`src/rtl/gon_tx_ctrl_if.sv`:
```
// GON transmit-side bus bundle: GLB input stream plus the multicast bus to the row MCCs.
// Latency: none (wiring only).
// Backpressure: in_ready stalls the GLB stream; bus_ready (one bit per row) stalls the bus.
interface gon_tx_ctrl_if #(
    parameter int DATA_WIDTH = 64,
    parameter int TAG_WIDTH  = 4,
    parameter int NUM_ROWS   = 12
);
    // GLB side
    logic                  in_valid;
    logic [DATA_WIDTH-1:0] in_data;
    logic [TAG_WIDTH-1:0]  in_row_tag;
    logic [TAG_WIDTH-1:0]  in_col_tag;
    logic                  in_ready;

    // GON bus side
    logic [DATA_WIDTH-1:0] bus_data;
    logic [TAG_WIDTH-1:0]  bus_row_tag;
    logic [TAG_WIDTH-1:0]  bus_col_tag;
    logic                  bus_enable;
    logic [NUM_ROWS-1:0]   bus_ready;

    // Environment view: the GLB producer together with the row MCC consumers.
    modport master (
        output in_valid, in_data, in_row_tag, in_col_tag, bus_ready,
        input  in_ready, bus_data, bus_row_tag, bus_col_tag, bus_enable
    );

    // Transmit controller view.
    modport slave (
        input  in_valid, in_data, in_row_tag, in_col_tag, bus_ready,
        output in_ready, bus_data, bus_row_tag, bus_col_tag, bus_enable
    );
endinterface

```
`src/rtl/gon_tx_ctrl.sv`:
```
// GON transmit controller: buffers tagged GLB words and multicasts a job's worth onto the bus.
// Latency: a word pushed at edge N reaches the bus in cycle N+1 at the earliest (no bypass).
// Backpressure: bus holds until every row is ready; in_ready drops when full or job quota met.
module gon_tx_ctrl #(
    parameter int DATA_WIDTH = 64,
    parameter int TAG_WIDTH  = 4,
    parameter int NUM_ROWS   = 12,
    parameter int FIFO_DEPTH = 4,
    parameter int CNT_WIDTH  = 16
) (
    input  logic                 clk,
    input  logic                 reset,
    input  logic                 start,
    input  logic [CNT_WIDTH-1:0] num_xfers,
    output logic                 busy,
    output logic                 done,
    output logic [CNT_WIDTH-1:0] xfer_count,
    gon_tx_ctrl_if.slave         gif
);

    localparam int PTR_W = $clog2(FIFO_DEPTH);
    localparam logic [PTR_W:0] DEPTH_C = (PTR_W+1)'(FIFO_DEPTH);

    localparam logic [1:0] S_IDLE = 2'd0;
    localparam logic [1:0] S_RUN  = 2'd1;
    localparam logic [1:0] S_DONE = 2'd2;

    typedef struct packed {
        logic [DATA_WIDTH-1:0] data;
        logic [TAG_WIDTH-1:0]  row_tag;
        logic [TAG_WIDTH-1:0]  col_tag;
    } entry_t;

    logic [1:0]           state_q, state_d;
    logic [CNT_WIDTH-1:0] num_q, num_d;
    logic [CNT_WIDTH-1:0] acc_q, acc_d;
    logic [CNT_WIDTH-1:0] xfer_q, xfer_d;
    logic [PTR_W-1:0]     wr_ptr_q, wr_ptr_d;
    logic [PTR_W-1:0]     rd_ptr_q, rd_ptr_d;
    logic [PTR_W:0]       occ_q, occ_d;
    entry_t               mem_q [FIFO_DEPTH];
    entry_t               mem_d [FIFO_DEPTH];

    entry_t head;
    entry_t in_entry;
    logic   run;
    logic   full;
    logic   empty;
    logic   in_rdy;
    logic   bus_en;
    logic   push;
    logic   pop;
    logic   last;

    // Handshake qualifiers; a full FIFO refuses input even if the head pops this cycle.
    always_comb begin
        run      = (state_q == S_RUN);
        full     = (occ_q == DEPTH_C);
        empty    = (occ_q == '0);
        in_rdy   = run && !full && (acc_q < num_q);
        push     = gif.in_valid && in_rdy;
        bus_en   = run && !empty;
        pop      = bus_en && (&gif.bus_ready);
        last     = (xfer_q == num_q - CNT_WIDTH'(1));
        head     = mem_q[rd_ptr_q];
        in_entry = '{data: gif.in_data, row_tag: gif.in_row_tag, col_tag: gif.in_col_tag};
    end

    // Bus and status outputs; payload is zeroed whenever the bus is idle.
    always_comb begin
        gif.in_ready    = in_rdy;
        gif.bus_enable  = bus_en;
        gif.bus_data    = bus_en ? head.data    : '0;
        gif.bus_row_tag = bus_en ? head.row_tag : '0;
        gif.bus_col_tag = bus_en ? head.col_tag : '0;
        busy            = (state_q == S_RUN) || (state_q == S_DONE);
        done            = (state_q == S_DONE);
        xfer_count      = xfer_q;
    end

    // FIFO storage and pointer/occupancy update.
    always_comb begin
        mem_d    = mem_q;
        wr_ptr_d = wr_ptr_q;
        rd_ptr_d = rd_ptr_q;
        occ_d    = occ_q;
        if (push) begin
            mem_d[wr_ptr_q] = in_entry;
            wr_ptr_d        = wr_ptr_q + PTR_W'(1);
        end
        if (pop) begin
            rd_ptr_d = rd_ptr_q + PTR_W'(1);
        end
        case ({push, pop})
            2'b10:   occ_d = occ_q + (PTR_W+1)'(1);
            2'b01:   occ_d = occ_q - (PTR_W+1)'(1);
            default: occ_d = occ_q;
        endcase
    end

    // Job FSM: counts accepted words and completed transfers against the latched job size.
    always_comb begin
        state_d = state_q;
        num_d   = num_q;
        acc_d   = acc_q;
        xfer_d  = xfer_q;
        case (state_q)
            S_IDLE: begin
                if (start) begin
                    num_d   = num_xfers;
                    acc_d   = '0;
                    xfer_d  = '0;
                    state_d = (num_xfers == '0) ? S_DONE : S_RUN;
                end
            end
            S_RUN: begin
                if (push) begin
                    acc_d = acc_q + CNT_WIDTH'(1);
                end
                if (pop) begin
                    xfer_d = xfer_q + CNT_WIDTH'(1);
                    if (last) begin
                        state_d = S_DONE;
                    end
                end
            end
            S_DONE: begin
                state_d = S_IDLE;
            end
            default: begin
                state_d = S_IDLE;
            end
        endcase
    end

    // State registers; reset aborts any job and flushes the buffer.
    always_ff @(posedge clk or negedge reset) begin
        if (!reset) begin
            state_q  <= S_IDLE;
            num_q    <= '0;
            acc_q    <= '0;
            xfer_q   <= '0;
            wr_ptr_q <= '0;
            rd_ptr_q <= '0;
            occ_q    <= '0;
            for (int i = 0; i < FIFO_DEPTH; i++) begin
                mem_q[i] <= '0;
            end
        end else begin
            state_q  <= state_d;
            num_q    <= num_d;
            acc_q    <= acc_d;
            xfer_q   <= xfer_d;
            wr_ptr_q <= wr_ptr_d;
            rd_ptr_q <= rd_ptr_d;
            occ_q    <= occ_d;
            mem_q    <= mem_d;
        end
    end

endmodule
```
`src/flat_wrapper.sv`:
```
// flat-port wrapper written by rule: the top's interface ports become plain ports
module gon_tx_ctrl_flat 
#(
    parameter int DATA_WIDTH = 64,
    parameter int TAG_WIDTH  = 4,
    parameter int NUM_ROWS   = 12,
    parameter int FIFO_DEPTH = 4,
    parameter int CNT_WIDTH  = 16
)
  (clk, reset, start, num_xfers, busy, done, xfer_count, gif_in_valid, gif_in_data, gif_in_row_tag, gif_in_col_tag, gif_bus_ready, gif_in_ready, gif_bus_data, gif_bus_row_tag, gif_bus_col_tag, gif_bus_enable);
  gon_tx_ctrl_if #(.DATA_WIDTH(DATA_WIDTH), .TAG_WIDTH(TAG_WIDTH), .NUM_ROWS(NUM_ROWS)) gif_i ();
  input  logic clk;
  input  logic reset;
  input  logic start;
  input  logic [CNT_WIDTH-1:0] num_xfers;
  output logic busy;
  output logic done;
  output logic [CNT_WIDTH-1:0] xfer_count;
  input wire logic [$bits(gif_i.in_valid)-1:0] gif_in_valid;
  input wire logic [$bits(gif_i.in_data)-1:0] gif_in_data;
  input wire logic [$bits(gif_i.in_row_tag)-1:0] gif_in_row_tag;
  input wire logic [$bits(gif_i.in_col_tag)-1:0] gif_in_col_tag;
  input wire logic [$bits(gif_i.bus_ready)-1:0] gif_bus_ready;
  output wire logic [$bits(gif_i.in_ready)-1:0] gif_in_ready;
  output wire logic [$bits(gif_i.bus_data)-1:0] gif_bus_data;
  output wire logic [$bits(gif_i.bus_row_tag)-1:0] gif_bus_row_tag;
  output wire logic [$bits(gif_i.bus_col_tag)-1:0] gif_bus_col_tag;
  output wire logic [$bits(gif_i.bus_enable)-1:0] gif_bus_enable;
  assign gif_i.in_valid = gif_in_valid;
  assign gif_i.in_data = gif_in_data;
  assign gif_i.in_row_tag = gif_in_row_tag;
  assign gif_i.in_col_tag = gif_in_col_tag;
  assign gif_i.bus_ready = gif_bus_ready;
  assign gif_in_ready = gif_i.in_ready;
  assign gif_bus_data = gif_i.bus_data;
  assign gif_bus_row_tag = gif_i.bus_row_tag;
  assign gif_bus_col_tag = gif_i.bus_col_tag;
  assign gif_bus_enable = gif_i.bus_enable;
  gon_tx_ctrl #(.DATA_WIDTH(DATA_WIDTH), .TAG_WIDTH(TAG_WIDTH), .NUM_ROWS(NUM_ROWS), .FIFO_DEPTH(FIFO_DEPTH), .CNT_WIDTH(CNT_WIDTH)) u_core (.clk(clk), .reset(reset), .start(start), .num_xfers(num_xfers), .busy(busy), .done(done), .xfer_count(xfer_count), .gif(gif_i));
endmodule
```
`config.mk`:
```
export PLATFORM = sky130hd
export DESIGN_NAME = gon_tx_ctrl_flat
export DESIGN_NICKNAME = d
export VERILOG_FILES = /design/src/rtl/gon_tx_ctrl_if.sv /design/src/rtl/gon_tx_ctrl.sv /design/src/flat_wrapper.sv
export SDC_FILE = /design/constraint.sdc
export NUM_CORES = 1
export LEC_CHECK = 0
export CAP_MARGIN = 20
export CORE_ASPECT_RATIO = 1.75
export CORE_UTILIZATION = 50
export CTS_CLUSTER_DIAMETER = 60
export DETAILED_ROUTE_END_ITERATION = 8
export PLACE_DENSITY = 0.69
export SYNTH_ARGS = -nofsm -noshare
export SYNTH_HDL_FRONTEND = slang
export SYNTH_SLANG_ARGS = --single-unit
export TNS_END_PERCENT = 20
```
`constraint.sdc`:
```
create_clock -name clk -period 3.8 [get_ports clk]
set_input_delay 0.76 -clock clk [delete_from_list [all_inputs] [get_ports clk]]
set_output_delay 0.76 -clock clk [all_outputs]
set_load 0.02 [all_outputs]
```
=== Word-level counts from Yosys, hierarchy flattened ===
Cells that the tools add are included.

* Register bits: 345
* Input bits: 104
* Output and inout port bits: 92
* Word-level logic and storage cells: 81

* $add $sub $neg: 7
* $lt $le $gt $ge: 4
* Eq/ne operators: 10
* Multiplexer cells: 20
* Bitwise gates (word level): 2
* Reductions and logical operators: 19

{| class="wikitable"
|+ Operators with widths
! operator !! number
|-
| $bwmux 288 || 1
|-
| $mux 72 || 3
|-
| $bmux 72 s2 || 1
|-
| $demux 72 s2 || 1
|-
| $mux 64 || 1
|-
| $pmux 16 s2 || 2
|-
| $mux 16 || 3
|-
| $add 16x1->16 const B || 2
|-
| $eq 16x16->1 || 1
|-
| $logic_not 16->1 || 1
|-
| $lt 16x16->1 || 1
|-
| $sub 16x1->16 const B || 1
|-
| $reduce_and 12->1 || 1
|-
| $reduce_and 3->1 || 3
|-
| $mux 2 || 4
|-
| $mux 4 || 2
|-
| $ne 2x2->1 const B || 4
|-
| $ge 3x3->1 const B || 2
|-
| $logic_and 1x1->1 || 6
|-
| $not 2->3 || 2
|-
| $pmux 3 s2 || 1
|-
| $add 2x1->2 const B || 2
|-
| $eq 2x1->1 const B || 2
|-
| $eq 2x2->1 const B || 2
|-
| 11 further kinds || 13
|}

=== Longest topological paths before layout ===
Gate-level depths: netlist of run 1.

* Depth after elaboration: 7
* Mapped depth: 15
* Mapped depth without buffers: 14

=== Least setup slack after synthesis of run 1 ===
Ideal clock, no wire load.

* Path kind: register to register
* Start: register u_core.num_q[9]
* End: register u_core.occ_q[1]
* Library setup time: 83 ps
* Arrival: 2777 ps
* Data required time: 3717 ps
* Setup slack: 940 ps
* Cell stages (with the launch flop): 14
* Path buffers: 1
* Period minus slack after synthesis: 2860 ps
* Cells stage by stage: dfrtp_1 clkbuf_1 inv_1 ha_1 a21o_1 a21o_1 a221oi_1 o21ai_1 a21boi_4 inv_1 ha_1 inv_1 fa_1 o21ai_0

* Longest elaborated chain between the ends: 5
* Elaborated cells between the ends (all ways): 7
* Those cells by class: order compare: 1; eq/ne: 2; mux: 1; reduce/logical: 3

{| class="wikitable"
|+ Ends and longest elaborated chain
! element !! line !! text
|-
| start: declaration || gon_tx_ctrl.sv:35 || <nowiki>logic [CNT_WIDTH-1:0] num_q, num_d;</nowiki>
|-
| start signal: assignment || gon_tx_ctrl.sv:151 || <nowiki>num_q <= num_d;</nowiki>
|-
| $lt 16x16->1 (*) || gon_tx_ctrl.sv:60 || <nowiki>in_rdy = run && !full && (acc_q < num_q);</nowiki>
|-
| $logic_and 1x1->1 (*) || gon_tx_ctrl.sv:60 ||
|-
| $logic_and 1x1->1 (*) || gon_tx_ctrl.sv:61 || <nowiki>push = gif.in_valid && in_rdy;</nowiki>
|-
| $eq 2x1->1 / $eq 2x2->1 (equally long branches) || gon_tx_ctrl.sv:94 || <nowiki>case ({push, pop})</nowiki>
|-
| $pmux 3 s2 / $reduce_bool 2->1 (equally long branches) || n/a ||
|-
| end signal: assignment || gon_tx_ctrl.sv:145 || <nowiki>occ_q <= '0;</nowiki>
|-
| end signal: assignment || gon_tx_ctrl.sv:156 || <nowiki>occ_q <= occ_d;</nowiki>
|-
| end: declaration || gon_tx_ctrl.sv:40 || <nowiki>logic [PTR_W:0] occ_q, occ_d;</nowiki>
|}

Mark *: on every way between the ends. The rest lies on a longest branch, timed or not.
A chain may end at the register's enable or synchronous reset.

=== Final worst setup path of run 1 ===
* Start: register u_core.state_q[1]
* End: output port gif_bus_data[21]

* Longest elaborated chain between the ends: 3

{| class="wikitable"
|+ Ends and longest elaborated chain
! element !! line !! text
|-
| start: declaration || gon_tx_ctrl.sv:34 || <nowiki>logic [1:0] state_q, state_d;</nowiki>
|-
| start signal: assignment || gon_tx_ctrl.sv:150 || <nowiki>state_q <= state_d;</nowiki>
|-
| $eq 2x1->1 || gon_tx_ctrl.sv:57 || <nowiki>run = (state_q == S_RUN);</nowiki>
|-
| $logic_and 1x1->1 || gon_tx_ctrl.sv:62 || <nowiki>bus_en = run && !empty;</nowiki>
|-
| $mux 64 || gon_tx_ctrl.sv:73 || <nowiki>gif.bus_data = bus_en ? head.data : '0;</nowiki>
|-
| end: declaration || flat_wrapper.sv:25 || <nowiki>output wire logic [$bits(gif_i.bus_data)-1:0] gif_bus_data;</nowiki>
|}

Every way passes these cells.

==> out/results.tsv, run 1 <==
metric	value	unit
outcome	finished, final reports clean	
netlist_area	16620	um^2
vdd_drop_max	498.3	uV
layout_commonest_cell	dfrtp_1	
nFillCells	2618	
design.core.area	32810	um^2
numCtsBuffers	35	
holdBufCountCts	0	
cts_max_level	2	
clock_path_buffers	3	
p_per_area	699.8	nW/um^2
leakage	8.825	nW
critPathSlowestCell	clkdlybuf4s50_1	
ios	196	
path_clk_slew	60	ps
dr_total_vias	10492	
place.gp.congestion	0.8916	
cp.required	3040	ps
port-buffer-count	195	
dp_hpwl	25.67	mm
clock_latency	520	ps
fin_setup_tns	0	ps
die_area	34000	um^2
synth-edff-count	0	
ys.flop_type	dfrtp_1	
period_needed	3674	ps
synthArstFlopShare	1.000	
placementRows	88	
drtAntennaViolNets	0	
end_kind	primary output	
drt-pass1-iter-count	4	
grt_pass1_wl	61.93	mm
final_hold_viol_count	0	
overflow	0	
ys_seq_area_frac	0.5194	
hold_class	input port to async pin	
drive_above_1_share	0.3112	
clock_sinks	345	
met1_usage	0.2728	
grt_use_total	0.2355	
multiInputGateArea	7636	um^2
synth.distinct_cells	60	
cap_violations	0	
chipHeight	243.2	um
tightest_slew	1028	ps
fin_area	20410	um^2
routedWlPerCell	20.95	um
yosys.area.top_type_share	0.5194	
slew_viol_final	0	
drt_wl_total	38.21	mm
syn_to_final_growth	22.82	%
crit_arrival	2910	ps
vias_per_cell	5.752	
crit_fanout	43	
grt_use_met2	0.4229	
synthTopCellsByArea	dfrtp_1 (52%), mux2_2 (18%), mux4_2 (9.8%), mux2_1 (2.9%), nor2b_1 (2.7%)	
cts_tree	built	
seqCellArea	8641	um^2
synth_top_area_cell	dfrtp_1	
start_util	0.5066	
grt_max_degree	112	
cts-root-buf	clkbuf_16	
grt-busiest-layer	met2	
synth-seq-cells	345	
start_kind	flip-flop	
period_share	0.9668	
met3_usage	0.02979	
synth_area_per_cell	13.99	um^2
nets	1519	
drtIter0Drc	395	
synthCells	1188	
post_dp_cell_area	19210	um^2
drc	0	
crit_path_max_incr_delay	630	ps
fmax	272.2	MHz
antenna_found_initial	7	
synth_warnings	0	
grt_pass1_vias	11333	
dieWidth	139.8	um
layout_common_cells	dfrtp_1 (343), mux2_2 (262), clkdlybuf4s50_1 (193), nor2b_1 (73), mux4_2 (72)	
finClkSkew	16.93	ps
setup_viol	0	
rsz0062_at_grt	false	
cp_cell_sequence	inv_1, ha_1, o31ai_4, buf_12, nor2b_1, clkdlybuf4s50_1	
slew_headroom	0.3147	
synth_nets	1319	
crit_type	flip-flop to primary output	
sequential cells by signal (all words and copies together), names as in the netlist:
signal and flops:
u_core.acc_q 16, u_core.mem_q 288, u_core.num_q 16, u_core.occ_q 3, u_core.rd_ptr_q 2, u_core.state_q 2
u_core.wr_ptr_q 2, u_core.xfer_count 16
Yosys cell counts (8+ instances only):
cell type / instances
a21oi_1: 15
and4_1: 8
buf_1: 24
buf_2: 15
clkbuf_1: 25
dfrtp_1: 345
ha_1: 26
inv_1: 31
mux2_1: 43
mux2_2: 262
mux4_2: 72
nand2_1: 31
nand3_1: 12
nand4_1: 12
nor2_1: 30
nor2b_1: 73
nor4_1: 11
o21ai_0: 18
xnor2_1: 13
xor2_1: 29
kinds of logic after synthesis:
logic type	count (synthesis)	synth area share
xor gates and xnor gates	42	0.02213
and+or+nand+nor	219	0.07543
buffers and inverters	98	0.02371
adders and majority gates	27	0.02078
muxes	379	0.3054
AOI/OAI and AO/OA	78	0.03312
DFF	345	0.5194
power breakdown:
group          leakage (nW)  total, mW  internal, mW  switching (mW)
clock                 0.579       3.54          2.13            1.42
sequential             4.35       6.11          5.20           0.911
combinational          3.90       4.63          2.68            1.96
final cells by class:
| cell class | count | area share |
|---|---|---|
| multi-input combinational | 745 | 0.3741 |
| clock buffer | 53 | 0.05173 |
| clock inverter | 10 | 0.006375 |
| timing repair buffer | 229 | 0.1132 |
| antenna | 5 | 0.0006129 |
| inverter | 32 | 0.005884 |
| tap | 405 | 0.02482 |
| sequential | 345 | 0.4233 |
path summary, 6_finish.rpt:
check / start / end / slack [ps] / depth (start not counted)
max: u_core.state_q[1] / gif_bus_data[21] / 130 / 6
min: reset / u_core.mem_q[251] / 240 / 1
max reg2reg: u_core.state_q[1] / u_core.state_q[1] / 380 / 10
min reg2reg: u_core.mem_q[75] / u_core.mem_q[75] / 490 / 1
max in group asynchronous: reset / u_core.xfer_count[5] / 2540 / 2
min in group clk: u_core.mem_q[75] / u_core.mem_q[75] / 490 / 1
worst max-delay path: cells and delay by family (launching register included):
family                   cells  cell delay, ps
adder cells (fa/ha/maj)      1             410
AO/OA/AOI/OAI                1             340
flip-flops                   1             400
AND/OR/NAND/NOR              1             190
buffers and inverters        3            1020
per-layer routing:
metal	vias to the layer above	wire length (um)
li1	4747	-
met1	5402	14830
met2	250	20390
met3	89	1283
met4	4	1675
met5	-	31
stage by stage:
stage          power [mW]  instances  hold WS (ps)  utilization  worst slack (ps)
6_report            14.28       1824         245.0       0.6221             126.0
5_1_grt             15.09       1824         325.3       0.6221             2.927
4_1_cts             14.42       1819         314.8       0.6216             44.54
3_5_place_dp        10.84       1756         475.5       0.5855             461.3
3_3_place_gp        10.62       1756         468.2       0.5855             466.3
2_1_floorplan       9.157       1188         457.5            -             940.0
what timing repair did:
| item | in CTS | in global routing |
|---|---|---|
| setup buffers | 0 | 0 |
| setup endpoints to repair | 1 | 1 |
| gates resized for setup | 1 | 1 |
Power figures use the tool's default switching activity.
==> run 2, diff against run 1 <==
--- a/config.mk
+++ b/config.mk
@@ -10,7 +10,7 @@
 export CORE_UTILIZATION = 50
 export CTS_CLUSTER_DIAMETER = 60
 export DETAILED_ROUTE_END_ITERATION = 8
-export PLACE_DENSITY = 0.69
+export PLACE_DENSITY = 0.73
 export SYNTH_ARGS = -nofsm -noshare
 export SYNTH_HDL_FRONTEND = slang
 export SYNTH_SLANG_ARGS = --single-unit
==> out/results.tsv, run 2 (synthesized netlist as in run 1, its figures left out) <==
metric	value	unit	change
overflow	0		unchanged
dp.cells	1751		-0.28%
final_hold_viol_count	0		unchanged
reg2reg_from	u_core.num_q[9]		
crit_fanout	74		+72%
clock_path_buffers	3		unchanged
cts-root-buf	clkbuf_16		
drt_wl_total	38.57	mm	+0.92%
slew_headroom	0.4699		+0.1553
cts_tree	built		
pwr-share-comb	0.327		+0.003
drtAntennaViolNets	0		unchanged
design.core.area	32810	um^2	unchanged
drc	0		unchanged
period_needed	3654	ps	-19.55 ps
drtIter0Drc	313		-21%
grt_pass1_wl	61.73	mm	-0.33%
outcome	finished, final reports clean		
wl_met1	14.52	mm	-2.1%
cp_cell_sequence	inv_1, ha_1, o31ai_4, buf_12, nor2b_1, clkdlybuf4s50_1		
clockPowerShare	0.241		-0.007
wl_met3	1.513	mm	+18%
vdd_drop_max	513.2	uV	+3.0%
placementRows	88		unchanged
end_kind	primary output		
crit_family	buffers and inverters		
cap_violations	0		unchanged
max_flop_register	u_core.mem_q		
start_kind	flip-flop		
hold_slack	246.0	ps	+1.089 ps
p_int	9.864	mW	-1.4%
grt_pass1_vias	11362		+0.26%
reg2reg_depth	13		+3
hold_class	input port to async pin		
multiInputGateArea	7630	um^2	about the same
cts_max_level	2		unchanged
fin_setup_tns	0	ps	unchanged
chipHeight	243.2	um	unchanged
finClkSkew	22.18	ps	+5.255 ps
layout_commonest_cell	dfrtp_1		
p_per_area	697.3	nW/um^2	-0.36%
nets	1513		-0.39%
cp_num_buf_inv	3		unchanged
drt-pass1-iter-count	4		unchanged
rsz0062_at_grt	false		
layout_common_cells	dfrtp_1 (343), mux2_2 (262), clkdlybuf4s50_1 (193), nor2b_1 (73), mux4_2 (72)		
grt_max_degree	95		-15%
critPathSlowestCell	clkdlybuf4s50_1		
fmax	273.6	MHz	+0.53%
postCtsSetupBuffers	0		unchanged
setup_viol	0		unchanged
largest_register_ffs	288		unchanged
crit_type	flip-flop to primary output		
drive_above_1_share	0.3075		-0.003701
r2r_slack	640	ps	+260 ps
instances_no_fill	1812		-0.66%
met2_length	20.90	mm	+2.5%
path_clk_slew	60	ps	about the same
nFillCells	2548		-2.7%
place.gp.congestion	0.8636		-3.1%
cp.required	3040	ps	about the same
start_util	0.5066		unchanged
dp_hpwl	25.56	mm	-0.42%
numCtsBuffers	34		-2.9%
r2r_end	u_core.occ_q[1]		
slew_viol_final	0		unchanged
tightest_slew	792.2	ps	-235.8 ps
routedWlPerCell	21.28	um	+1.6%
antenna_found_initial	4		-3
port-buffer-count	195		unchanged
p_switching	4.296	mW	+0.31%
crit_arrival	2890	ps	-20 ps
swShare	0.3034		+0.003564
ios	196		unchanged
leakage	8.776	nW	-0.55%
crit_path_max_incr_delay	650	ps	+20 ps
clock_sinks	345		unchanged
period_share	0.9617		-0.005146
dr_total_vias	10449		-0.41%
final_util	0.6189		-0.003203
grt_use_total	0.2356		about the same
seqPwrFrac	0.432		+0.004
vias_per_cell	5.767		+0.25%
clock_latency	520	ps	about the same
dr.max_layer_used	met5		
syn_to_final_growth	22.18	%	
dieWidth	139.8	um	unchanged
seqCellArea	8641	um^2	unchanged
die_area	34000	um^2	unchanged
## run 2: power groups by stage
stage / registers, mW / clock network (mW) / logic [mW]
floorplan: 5.80 / 0 / 3.36
global placement: 6.06 / 0 / 4.52
detailed placement: 6.17 / 0 / 4.66
CTS: 6.10 / 3.51 / 4.68
global route: 6.31 / 3.65 / 4.99
finish: 6.12 / 3.42 / 4.63
## run 2: worst reg2reg max path: stages (launching register included)
cell and delay, ps:
dfrtp_1 490, inv_1 80, ha_1 290, a21o_1 170
a21o_1 180, a221oi_1 310, o21ai_1 190, a21boi_4 210
buf_4 220, inv_1 80, ha_1 220, inv_1 80
fa_1 410, o21ai_0 160
## run 2: worst max-delay path by stage
| stage | startpoint | cells after the start | endpoint | slack (ps) |
|---|---|---|---|---|
| after floorplan | u_core.num_q[9] | 13 | u_core.occ_q[1] | 940 |
| after global placement | u_core.num_q[9] | 8 | gif_in_ready | 540 |
| after detailed placement | u_core.num_q[9] | 8 | gif_in_ready | 510 |
| after CTS | u_core.state_q[1] | 6 | gif_bus_data[46] | 120 |
| after global routing | u_core.state_q[1] | 6 | gif_bus_data[46] | 80 |
| final | u_core.state_q[1] | 6 | gif_bus_data[46] | 150 |
## run 2: area by class of cell
cell class / count / area share
flip-flops and latches: 345 / 0.4255
multi-input cells: 745 / 0.3757
repair buffers: 224 / 0.1126
clock buffers: 47 / 0.04781
well taps: 405 / 0.02495
clock inverters: 12 / 0.007332
inverters: 32 / 0.005915
diodes: 2 / 0.0002464
## run 2: what timing repair did
| action | 4_1_cts | 5_1_grt |
|---|---|---|
| endpoints found under the setup margin | 1 | 0 |
| gates resized for setup | 1 | 0 |
| hold buffers | 0 | 0 |
## run 2: layer usage
layer / up-vias / track usage
met5: - / 0
met4: 4 / 0.1063
met3: 71 / 0.04005
met2: 235 / 0.4310
met1: 5420 / 0.2656
li1: 4719 / -
## run 2: metrics by stage
| step | area, um^2 | power, mW | worst slack, ps |
|---|---|---|---|
| after floorplan | 16620 | 9.157 | 940.0 |
| after detailed placement | 19180 | 10.83 | 511.4 |
| after global routing | 20310 | 14.96 | 83.08 |
| final | 20310 | 14.16 | 145.5 |
| after global placement | 19180 | 10.58 | 542.6 |
| after CTS | 20300 | 14.29 | 118.6 |
==> run 3, diff against run 2 <==
--- a/config.mk
+++ b/config.mk
@@ -5,7 +5,6 @@
 export SDC_FILE = /design/constraint.sdc
 export NUM_CORES = 1
 export LEC_CHECK = 0
-export CAP_MARGIN = 20
 export CORE_ASPECT_RATIO = 1.75
 export CORE_UTILIZATION = 50
 export CTS_CLUSTER_DIAMETER = 60
==> results of run 3 <==
Same layout as run 2: the final DEF is identical, and so are final timing and power.
